`src/rtl/pk_capture_pkg.sv`:
```
// pk_capture_pkg
//   Shared definitions for the packet-capture FIFO PIO: Avalon register
//   offsets, STATUS bit positions and a helper that packs the STATUS word.
package pk_capture_pkg;

  // Word offsets of the Avalon-MM slave registers.
  typedef enum logic [1:0] {
    REG_DATA   = 2'd0,
    REG_ADDR   = 2'd1,
    REG_STATUS = 2'd2,
    REG_IRQ_EN = 2'd3
  } reg_off_e;

  // Bit positions inside the STATUS word.
  localparam int unsigned ST_EMPTY   = 0;
  localparam int unsigned ST_FULL    = 1;
  localparam int unsigned ST_OVF     = 2;
  localparam int unsigned ST_CNT_LSB = 8;

  // Assemble the STATUS read word; every bit not named here reads as zero.
  function automatic logic [31:0] pack_status(input logic       empty,
                                              input logic       full,
                                              input logic       ovf,
                                              input logic [7:0] cnt);
    logic [31:0] w;
    w                       = 32'h0000_0000;
    w[ST_EMPTY]             = empty;
    w[ST_FULL]              = full;
    w[ST_OVF]               = ovf;
    w[ST_CNT_LSB +: 8]      = cnt;
    return w;
  endfunction

endpackage

```
`src/rtl/pk_capture_fifo_pio_core.sv`:
```
// pk_fifo_core
//   Circular buffer of DEPTH entries with read/write pointers and an
//   occupancy count. When a push meets a full buffer without a pop, the
//   entry is either discarded (DROP_NEW=1) or written over the oldest entry
//   (DROP_NEW=0); either way a one-cycle overflow event is raised.
// Ports:
//   clk_i, rst_ni   clock, asynchronous active-low reset
//   push_i, wdata_i write request and entry to store
//   pop_i           remove head entry (ignored when empty)
//   rdata_o         current head entry (combinational)
//   empty_o/full_o  occupancy flags of the current state
//   count_o         current number of stored entries
//   empty_next_o    emptiness after this cycle's push/pop
//   ovf_evt_o       push rejected/overwrote because buffer was full
module pk_fifo_core #(
  parameter int unsigned ENTRY_W  = 40,
  parameter int unsigned DEPTH    = 16,
  parameter int unsigned DROP_NEW = 1,
  localparam int unsigned PTR_W   = $clog2(DEPTH),
  localparam int unsigned CNT_W   = $clog2(DEPTH + 1)
) (
  input  logic               clk_i,
  input  logic               rst_ni,
  input  logic               push_i,
  input  logic [ENTRY_W-1:0] wdata_i,
  input  logic               pop_i,
  output logic [ENTRY_W-1:0] rdata_o,
  output logic               empty_o,
  output logic               full_o,
  output logic [CNT_W-1:0]   count_o,
  output logic               empty_next_o,
  output logic               ovf_evt_o
);

  logic [ENTRY_W-1:0] mem_q [DEPTH];
  logic [PTR_W-1:0]   wr_ptr_q, wr_ptr_d;
  logic [PTR_W-1:0]   rd_ptr_q, rd_ptr_d;
  logic [CNT_W-1:0]   count_q, count_d;
  logic               we_s;
  logic               pop_ok_s;
  logic               ovf_evt_s;
  logic               empty_s;
  logic               full_s;

  assign empty_s      = (count_q == {CNT_W{1'b0}});
  assign full_s       = (count_q == CNT_W'(DEPTH));
  assign rdata_o      = mem_q[rd_ptr_q];
  assign empty_o      = empty_s;
  assign full_o       = full_s;
  assign count_o      = count_q;
  assign empty_next_o = (count_d == {CNT_W{1'b0}});
  assign ovf_evt_o    = ovf_evt_s;

  // Next-state pointers, count and write enable, including full-buffer policy.
  always_comb begin
    wr_ptr_d  = wr_ptr_q;
    rd_ptr_d  = rd_ptr_q;
    count_d   = count_q;
    we_s      = 1'b0;
    ovf_evt_s = 1'b0;
    pop_ok_s  = pop_i & ~empty_s;
    if (push_i && full_s && !pop_ok_s) begin
      ovf_evt_s = 1'b1;
      if (DROP_NEW != 0) begin
        we_s = 1'b0;
      end else begin
        // Overwrite oldest: the slot at wr_ptr is the head, so both advance.
        we_s     = 1'b1;
        wr_ptr_d = wr_ptr_q + PTR_W'(1'b1);
        rd_ptr_d = rd_ptr_q + PTR_W'(1'b1);
      end
    end else begin
      if (push_i) begin
        we_s     = 1'b1;
        wr_ptr_d = wr_ptr_q + PTR_W'(1'b1);
      end else begin
        we_s     = 1'b0;
      end
      if (pop_ok_s) begin
        rd_ptr_d = rd_ptr_q + PTR_W'(1'b1);
      end else begin
        rd_ptr_d = rd_ptr_q;
      end
      count_d = count_q + CNT_W'(push_i) - CNT_W'(pop_ok_s);
    end
  end

  // Pointer and count registers.
  always_ff @(posedge clk_i or negedge rst_ni) begin
    if (!rst_ni) begin
      wr_ptr_q <= {PTR_W{1'b0}};
      rd_ptr_q <= {PTR_W{1'b0}};
      count_q  <= {CNT_W{1'b0}};
    end else begin
      wr_ptr_q <= wr_ptr_d;
      rd_ptr_q <= rd_ptr_d;
      count_q  <= count_d;
    end
  end

  // Entry storage; contents need no reset because count gates visibility.
  always_ff @(posedge clk_i) begin
    if (we_s) begin
      mem_q[wr_ptr_q] <= wdata_i;
    end
  end

endmodule

```
`src/rtl/pk_capture_fifo_pio.sv`:
```
// pk_capture_fifo_pio
//   Captures {recv_addr, recv_data} on each packet-detect event into a FIFO
//   and exposes it to the NIOS through a 4-word Avalon-MM slave with a
//   maskable level interrupt (not-empty / overflow).
// Ports:
//   clk_clk, reset_reset_n   clock, asynchronous active-low reset
//   pk_detect                packet strobe
//   recv_addr, recv_data     packet contents, valid in the capture cycle
//   avs_*                    Avalon-MM slave, read latency 1
//   irq                      registered level interrupt
module pk_capture_fifo_pio
  import pk_capture_pkg::*;
#(
  parameter int unsigned DATA_W    = 32,
  parameter int unsigned ADDR_W    = 8,
  parameter int unsigned DEPTH     = 16,
  parameter int unsigned EDGE_MODE = 1,
  parameter int unsigned DROP_NEW  = 1
) (
  input  logic              clk_clk,
  input  logic              reset_reset_n,
  input  logic              pk_detect,
  input  logic [ADDR_W-1:0] recv_addr,
  input  logic [DATA_W-1:0] recv_data,
  input  logic [1:0]        avs_address,
  input  logic              avs_read,
  input  logic              avs_write,
  input  logic [31:0]       avs_writedata,
  output logic [31:0]       avs_readdata,
  output logic              irq
);

  localparam int unsigned ENTRY_W = ADDR_W + DATA_W;
  localparam int unsigned CNT_W   = $clog2(DEPTH + 1);

  logic               pk_d_q;
  logic               ovf_q, ovf_d;
  logic [1:0]         irq_en_q, irq_en_d;
  logic [31:0]        readdata_q, readdata_d;
  logic               irq_q, irq_d;

  logic               cap_s;
  logic               pop_s;
  logic               wr_en_s;
  logic [ENTRY_W-1:0] head_s;
  logic [DATA_W-1:0]  head_data_s;
  logic [ADDR_W-1:0]  head_addr_s;
  logic               empty_s;
  logic               full_s;
  logic [CNT_W-1:0]   count_s;
  logic               empty_next_s;
  logic               ovf_evt_s;
  logic               wdata_unused_s;

  assign cap_s       = (EDGE_MODE != 0) ? (pk_detect & ~pk_d_q) : pk_detect;
  assign pop_s       = avs_read & (avs_address == REG_DATA);
  // A simultaneous read takes priority and suppresses the write.
  assign wr_en_s     = avs_write & ~avs_read;
  assign head_data_s = head_s[DATA_W-1:0];
  assign head_addr_s = head_s[ENTRY_W-1 -: ADDR_W];
  assign wdata_unused_s = ^avs_writedata[31:3];

  assign avs_readdata = readdata_q;
  assign irq          = irq_q;

  pk_fifo_core #(
    .ENTRY_W  (ENTRY_W),
    .DEPTH    (DEPTH),
    .DROP_NEW (DROP_NEW)
  ) u_core (
    .clk_i        (clk_clk),
    .rst_ni       (reset_reset_n),
    .push_i       (cap_s),
    .wdata_i      ({recv_addr, recv_data}),
    .pop_i        (pop_s),
    .rdata_o      (head_s),
    .empty_o      (empty_s),
    .full_o       (full_s),
    .count_o      (count_s),
    .empty_next_o (empty_next_s),
    .ovf_evt_o    (ovf_evt_s)
  );

  // Read mux; readdata holds its value between reads.
  always_comb begin
    readdata_d = readdata_q;
    if (avs_read) begin
      case (avs_address)
        REG_DATA:   readdata_d = empty_s ? 32'h0000_0000 : 32'(head_data_s);
        REG_ADDR:   readdata_d = empty_s ? 32'h0000_0000 : 32'(head_addr_s);
        REG_STATUS: readdata_d = pack_status(empty_s, full_s, ovf_q, 8'(count_s));
        REG_IRQ_EN: readdata_d = {30'd0, irq_en_q};
        default:    readdata_d = 32'h0000_0000;
      endcase
    end else begin
      readdata_d = readdata_q;
    end
  end

  // Overflow sticky flag (set beats clear) and interrupt-enable register.
  always_comb begin
    ovf_d    = ovf_q;
    irq_en_d = irq_en_q;
    if (wr_en_s && (avs_address == REG_STATUS) && avs_writedata[ST_OVF]) begin
      ovf_d = 1'b0;
    end else begin
      ovf_d = ovf_q;
    end
    if (ovf_evt_s) begin
      ovf_d = 1'b1;
    end else begin
      ovf_d = ovf_d;
    end
    if (wr_en_s && (avs_address == REG_IRQ_EN)) begin
      irq_en_d = avs_writedata[1:0];
    end else begin
      irq_en_d = irq_en_q;
    end
  end

  // Interrupt reflects the state after this cycle's updates.
  always_comb begin
    irq_d = (irq_en_d[0] & ~empty_next_s) | (irq_en_d[1] & ovf_d);
  end

  // Control/status registers.
  always_ff @(posedge clk_clk or negedge reset_reset_n) begin
    if (!reset_reset_n) begin
      pk_d_q     <= 1'b0;
      ovf_q      <= 1'b0;
      irq_en_q   <= 2'b00;
      readdata_q <= 32'h0000_0000;
      irq_q      <= 1'b0;
    end else begin
      pk_d_q     <= pk_detect;
      ovf_q      <= ovf_d;
      irq_en_q   <= irq_en_d;
      readdata_q <= readdata_d;
      irq_q      <= irq_d;
    end
  end

endmodule

```
`config.mk`:
```
export PLATFORM = sky130hd
export DESIGN_NAME = pk_capture_fifo_pio
export DESIGN_NICKNAME = d
export VERILOG_FILES = /design/src/rtl/pk_capture_pkg.sv /design/src/rtl/pk_capture_fifo_pio_core.sv /design/src/rtl/pk_capture_fifo_pio.sv
export SDC_FILE = /design/constraint.sdc
export NUM_CORES = 1
export LEC_CHECK = 0
export CORE_UTILIZATION = 41
export DETAILED_ROUTE_END_ITERATION = 12
export PLACE_DENSITY = 0.65
export SLEW_MARGIN = 20
export SYNTH_ARGS = -nofsm -noshare
export SYNTH_HDL_FRONTEND = slang
export SYNTH_SLANG_ARGS = --single-unit
export TNS_END_PERCENT = 20
```
`constraint.sdc`:
```
create_clock -name clk_clk -period 13 [get_ports clk_clk]
set_input_delay 2.6 -clock clk_clk [delete_from_list [all_inputs] [get_ports clk_clk]]
set_output_delay 2.6 -clock clk_clk [all_outputs]
set_load 0.1 [all_outputs]
```
==> Yosys cells after proc, flatten, opt, wreduce, memory -nomap -nowiden <==
Memories as Yosys holds them, arrays and structs flattened.
Cells that the tools add are included.
{ "word_totals": {"reg_bits": 50, "ram_bits": 640, "elab_cells": 52, "memories": 1} }
{ "classes": {"add_sub_neg": 4, "eq_ne": 4, "n_mux": 12, "bitwise_logic": 12, "reduce_logical": 11} }
{ "mem_list": {"columns": ["name", "words", "width", "rd", "rd_clocked_by_memory_dff", "write_ports", "line_no", "source"], "rows": [
  ["u_core.mem_q", 16, 40, 1, 0, 1, "pk_capture_fifo_pio_core.sv:35", "logic [ENTRY_W-1:0] mem_q [DEPTH];"]
]} }
{ "ops": {"columns": ["cell", "count"], "rows": [
  ["32-bit case mux with 4 select lines", 1],
  ["32-bit 2-to-1 mux", 1],
  ["5-bit logical NOT", 2],
  ["4-bit by 1-bit adder with 4-bit output, second input constant", 2],
  ["8-bit 2-to-1 mux", 1],
  ["1-bit 2-to-1 mux", 7],
  ["1-bit bitwise AND", 6],
  ["5-bit by 1-bit adder with 5-bit output", 1],
  ["5-bit == test, second input constant", 1],
  ["1-bit logical AND", 5],
  ["5-bit 2-to-1 mux", 1],
  ["1-bit NOT", 5],
  ["5-bit by 1-bit subtractor with 5-bit output", 1],
  ["2-bit == test, second input constant", 2],
  ["2-bit AND reduction", 2],
  ["2-bit by 1-bit == test with 1-bit output, second input constant", 1],
  ["2-bit logical NOT", 1],
  ["2-bit 2-to-1 mux", 1],
  ["1-bit logical NOT", 1],
  ["1-bit OR", 1]
]} }

==> Longest topological paths before layout <==
{ "depth": {"ltp_word": 10, "depth_mapped": 15, "mapped_depth_nobuf": 14} }

==> Hierarchy <==
Synthesis repeated with hierarchy kept, for this count alone.
{ "hier_totals": {"hier_cells": 1192, "area_unflattened_um2": 26489.2} }
{ "by_module_without_submodules": {"columns": ["module", "n_inst", "cells_each", "area_per_inst_um2", "seq_area_each_um2"], "rows": [
  ["pk_fifo_core", 1, 1073, 24920.2, 19543.7],
  ["pk_capture_fifo_pio", 1, 119, 1569.0, 925.9]
]} }

==> Worst setup path before layout <==
Ideal clock, no wire load.
{ "synth_timing": {"kind": "input-to-reg", "startpoint": "input port avs_read", "endpoint": "memory u_core.mem_q[3][0], enable pin", "setup_ns": 0.487, "arrival_ns": 6.514, "setup_slack_ns": 5.999, "path_stages": 7, "path_buffers": 2, "cell_sequence": "buf_2 clkinv_1 nor3_2 o21a_1 buf_2 nand2_1 nor3_1"} }
{ "synth_between": {"elab_chain_cells": 7} }
{ "synth_rtl": {"columns": ["item", "line_no", "source"], "rows": [
  ["from (decl)", "pk_capture_fifo_pio.sv:26", "input logic avs_read,"],
  ["1-bit bitwise AND", "pk_capture_fifo_pio.sv:56", "assign pop_s = avs_read & (avs_address == REG_DATA);"],
  ["1-bit bitwise AND", "pk_capture_fifo_pio_core.sv:61", "pop_ok_s = pop_i & ~empty_s;"],
  ["1-bit logical NOT", "pk_capture_fifo_pio_core.sv:62", "if (push_i && full_s && !pop_ok_s) begin"],
  ["1-bit logical AND", "pk_capture_fifo_pio_core.sv:62", null],
  ["1-bit 2-to-1 mux", "pk_capture_fifo_pio_core.sv:62", null],
  ["1-bit 2-to-1 mux", "pk_capture_fifo_pio_core.sv:103", "if (we_s) begin"],
  ["1-bit 2-to-1 mux (implied by the code)", "pk_capture_fifo_pio_core.sv:104", "mem_q[wr_ptr_q] <= wdata_i;"],
  ["to (decl)", "pk_capture_fifo_pio_core.sv:35", null]
]} }
Every way passes these cells.

==> Worst setup path after layout <==
{ "layout_timing": {"startpoint": "input port avs_read", "endpoint": "memory u_core.mem_q[15][7], enable pin"} }
Same word-level chain as after synthesis.

==> out/summary.log <==
qor: setup_path.rr_worst_depth 9
qor: flow_run.drv_cap 0
qor: floorplanning.floorplan.initialDensity 41.7%
qor: yosys.synth_top_cells_by_area edfxtp_1 73%, mux4_2 16%, dfrtp_1 4.7%
qor: yosys.synth_enable_flop_cells 640
qor: layout.layout-drive-gt1-share 26.7%
qor: route.detail_route.first_pass.iterations 5
qor: clocking.tritoncts.num_buffers 72
qor: setup_path.reg2reg_slack 9.04 ns
qor: floorplanning.die-height 256 µm
qor: worst_hold_path.min_path_cells 2
qor: place.dp_hpwl 30,200 µm
qor: floorplanning.fp-row-count 92
qor: pwr.max-vdd-ir-drop 0.000185 V
qor: sta.fmax 160 MHz
qor: sta.timing.final.crit_share 48.0%
qor: sta.fin_clk_skew 0.0224 ns
qor: setup_path.path_max_fanout 35
qor: global_routing.grtUsageTotal 17.6%
qor: layout.post-route-util 48.5%
qor: route.vias_per_cell 5.51
qor: sta.rsz0062_at_grt false
qor: floorplanning.coreArea 0.0633 mm²
qor: worst_hold_path.timing.hold.worst.start avs_readdata[11]
qor: place.io_buffer_count 82
qor: floorplanning.overall_die_area 0.0654 mm²
qor: global_routing.pin_count_of_the_biggest_net_entering_global_routing 112
qor: yosys.async_flop_share 7.25%
qor: pwr.static-leakage-power 0.00975 µW
qor: setup_path.r2r-start u_core.count_o[2]
qor: yosys.synth.yosys.warnings 0
qor: outcome.status finished clean
qor: yosys.dominantRegCellSynth edfxtp_1
qor: global_routing.grt_pass1_wl 84,200 µm
qor: layout.layout.nets 1,363
qor: clocking.clock-root-buffer clkbuf_16
qor: worst_hold_path.hold_end avs_readdata[11]
qor: setup_path.startpoint_type input pin
qor: setup_path.worst-endpoint-required 13.25 ns
qor: floorplanning.die-width 256 µm
qor: clocking.clk_pin_slew 0.06 ns
qor: yosys.syn_area 0.0264 mm²
qor: sta.final_hold_viol_count 0
qor: route.postRouteWirelength 56,500 µm
qor: yosys.netlist.top_cell.by_area edfxtp_1
qor: sta.layout_setup_ws 6.76 ns
qor: global_routing.antenna_violations_before_repair 2
qor: sta.worst-slew-pin-transition 1.03 ns
qor: layout.diodes 0
qor: sta.final_max_slew_viol_count 0
qor: floorplanning.io_pins 112
qor: global_routing.gr-total-overflow 0
qor: route.drcViolationCount 0
qor: sta.relSlewSlack 31.3%
qor: sta.fin_tns_setup 0 ns
qor: yosys.mappedNetlistNets 1,237
qor: yosys.postSynthRegisterBits 690
qor: clocking.tritoncts done
qor: global_routing.vias_in_the_first_global_route 12,746
qor: yosys.syn_area_per_cell 23.0 µm²
qor: yosys.synth_top_area_share 72.8%
qor: sta.min_period 6.24 ns
qor: route.detail_route.wl_per_cell 26.0 µm
qor: yosys.synth_cell_types 49
qor: clocking.post_cts_resized 0
qor: yosys.seq_area_frac_synth 77.5%
qor: route.overall_via_count_from_detail_route 11,972
qor: clocking.cts_setup_buffers 0
qor: route.detail-route-antenna-nets 0
qor: layout.fillers 5,087
qor: place.place_worst_setup_slack 6.12 ns
qor: setup_path.endpoint_of_the_lowest_slack_register_to_register_path u_core.mem_q[15][7]
qor: layout.area_overhead_vs_synth 16.2%
qor: setup_path.critPathCaptureType flip-flop
qor: sta.timing.final.setup_violations 0
qor: clocking.cts_num_sinks 690
qor: pwr.powerDensity 211 mW/mm²
qor: clocking.cts_htree_levels 3
qor: pwr.report.power.total 6490 µW
qor: clocking.clk_latency 0.62 ns
qor: place.finalWeightedCongestion 0.752
qor: clocking.holdBufCountCts 0
qor: setup_path.timing.critical_path.arrival 6.50 ns
qor: worst_hold_path.hold_class flip-flop to flip-flop
qor: clocking.ctsLongestPathBuffers 3
qor: yosys.synthesis.instances 1,146
qor: route.detailedRoute.firstIterationViolations 992
qor: setup_path.timing.setup.critical_path_class input pin to flip-flop
==> critical path, cell delays in order <==
cell	delay, ns
clkdlybuf4s50_1	0.68
clkinv_1	0.12
buf_4	0.31
nor3_4	0.24
buf_4	0.51
o21a_1	0.44
nand2_1	0.33
nor2_4	0.71
buf_4	0.51
==> metal layers <==
metal	track usage [%]	vias up	share of wire [%]
li1	-	5096	-
met3	3.12	72	5.1
met4	5.11	4	1.8
met5	0	-	0.057
met1	24.1	6452	43
met2	29.0	348	50
==> how the worst max path moves through the flow <==
stage	start	end	slack [ns]	depth (start not counted)
2_1_floorplan	avs_read	u_core.mem_q[3][0]	6.00	7
3_3_place_gp	avs_read	u_core.mem_q[4][25]	6.16	9
3_5_place_dp	avs_read	u_core.mem_q[15][26]	6.12	9
4_1_cts	avs_read	u_core.mem_q[15][7]	6.76	9
5_1_grt	avs_read	u_core.mem_q[15][7]	6.53	9
6_report	avs_read	u_core.mem_q[15][7]	6.76	9
==> area by class of cell <==
class	count	area [µm²]	area share [%]
sequential	690	20500	66.7
timing repair buffer	111	1050	3.42
inverter	11	41.3	0.135
tap	846	1060	3.45
clock buffer	98	2020	6.59
multi-input combinational	386	5720	18.7
clock inverter	32	309	1.01
==> metrics by stage <==
stage	hold WS, ns	instances	area (µm²)
floorplan	0.472	1146	26400
finish	0.512	2174	30700
global route	0.523	2174	30700
CTS	0.508	2174	30700
detailed placement	0.494	2044	28400
global placement	0.494	2044	28400
==> cell usage after synthesis (3+ instances only) <==
cell type	number
a21o_1	3
a21oi_1	4
a221o_1	4
a22o_1	20
buf_1	6
buf_2	16
buf_4	8
buf_6	3
clkbuf_1	26
dfrtp_1	50
edfxtp_1	640
ha_1	11
inv_1	10
mux2_2	10
mux2i_1	15
mux4_2	186
nand2_1	34
nand2b_1	4
nand3_1	10
nand4_1	3
nor2_1	23
nor2b_1	5
nor3_1	5
o21ai_0	5
o22ai_1	6
xnor2_1	6
xor2_1	3
==> power by group <==
group          switching, µW  internal [µW]  leakage [µW]
registers                149           2590       0.00640
clock network            841           1180       0.00113
logic                    946            785       0.00222
==> flip-flops by register name, indices dropped and copies added, names as in the netlist <==
| signal | count |
|---|---|
| u_core.mem_q | 640 |
| irq_en_q | 2 |
| u_core.count_o | 5 |
| u_core.wr_ptr_q | 4 |
| pk_d_q | 1 |
| ovf_q | 1 |
| avs_readdata | 32 |
| u_core.rd_ptr_q | 4 |
| irq | 1 |
==> logic make-up after synthesis <==
| logic type | synth area share, % |
|---|---|
| adders and majority gates | 0.597 |
| xor gates and xnor gates | 0.298 |
| and+or+nand+nor | 1.75 |
| DFF | 77.5 |
| AOI/OAI and AO/OA | 1.73 |
| muxes | 16.9 |
| buffers and inverters | 1.27 |
==> placed cells by master, fill, tap and decap left out, types with 4 or more instances in the layout <==
master / instances
nor3_2: 4
nor2_1: 11
nand3_1: 10
dfrtp_1: 46
a221o_1: 4
mux2_2: 10
o22ai_1: 6
clkbuf_1: 16
clkinv_1: 13
clkbuf_16: 74
edfxtp_1: 640
nand2_1: 34
mux2i_1: 15
a21oi_1: 4
a22o_1: 20
nand2b_1: 4
ha_1: 11
clkinv_2: 7
clkbuf_8: 8
o21ai_0: 5
mux4_2: 186
buf_4: 27
nor2_4: 12
bufinv_16: 4
xnor2_1: 6
nor2b_1: 5
inv_1: 10
clkdlybuf4s50_1: 81
Power figures use the tool's default switching activity.
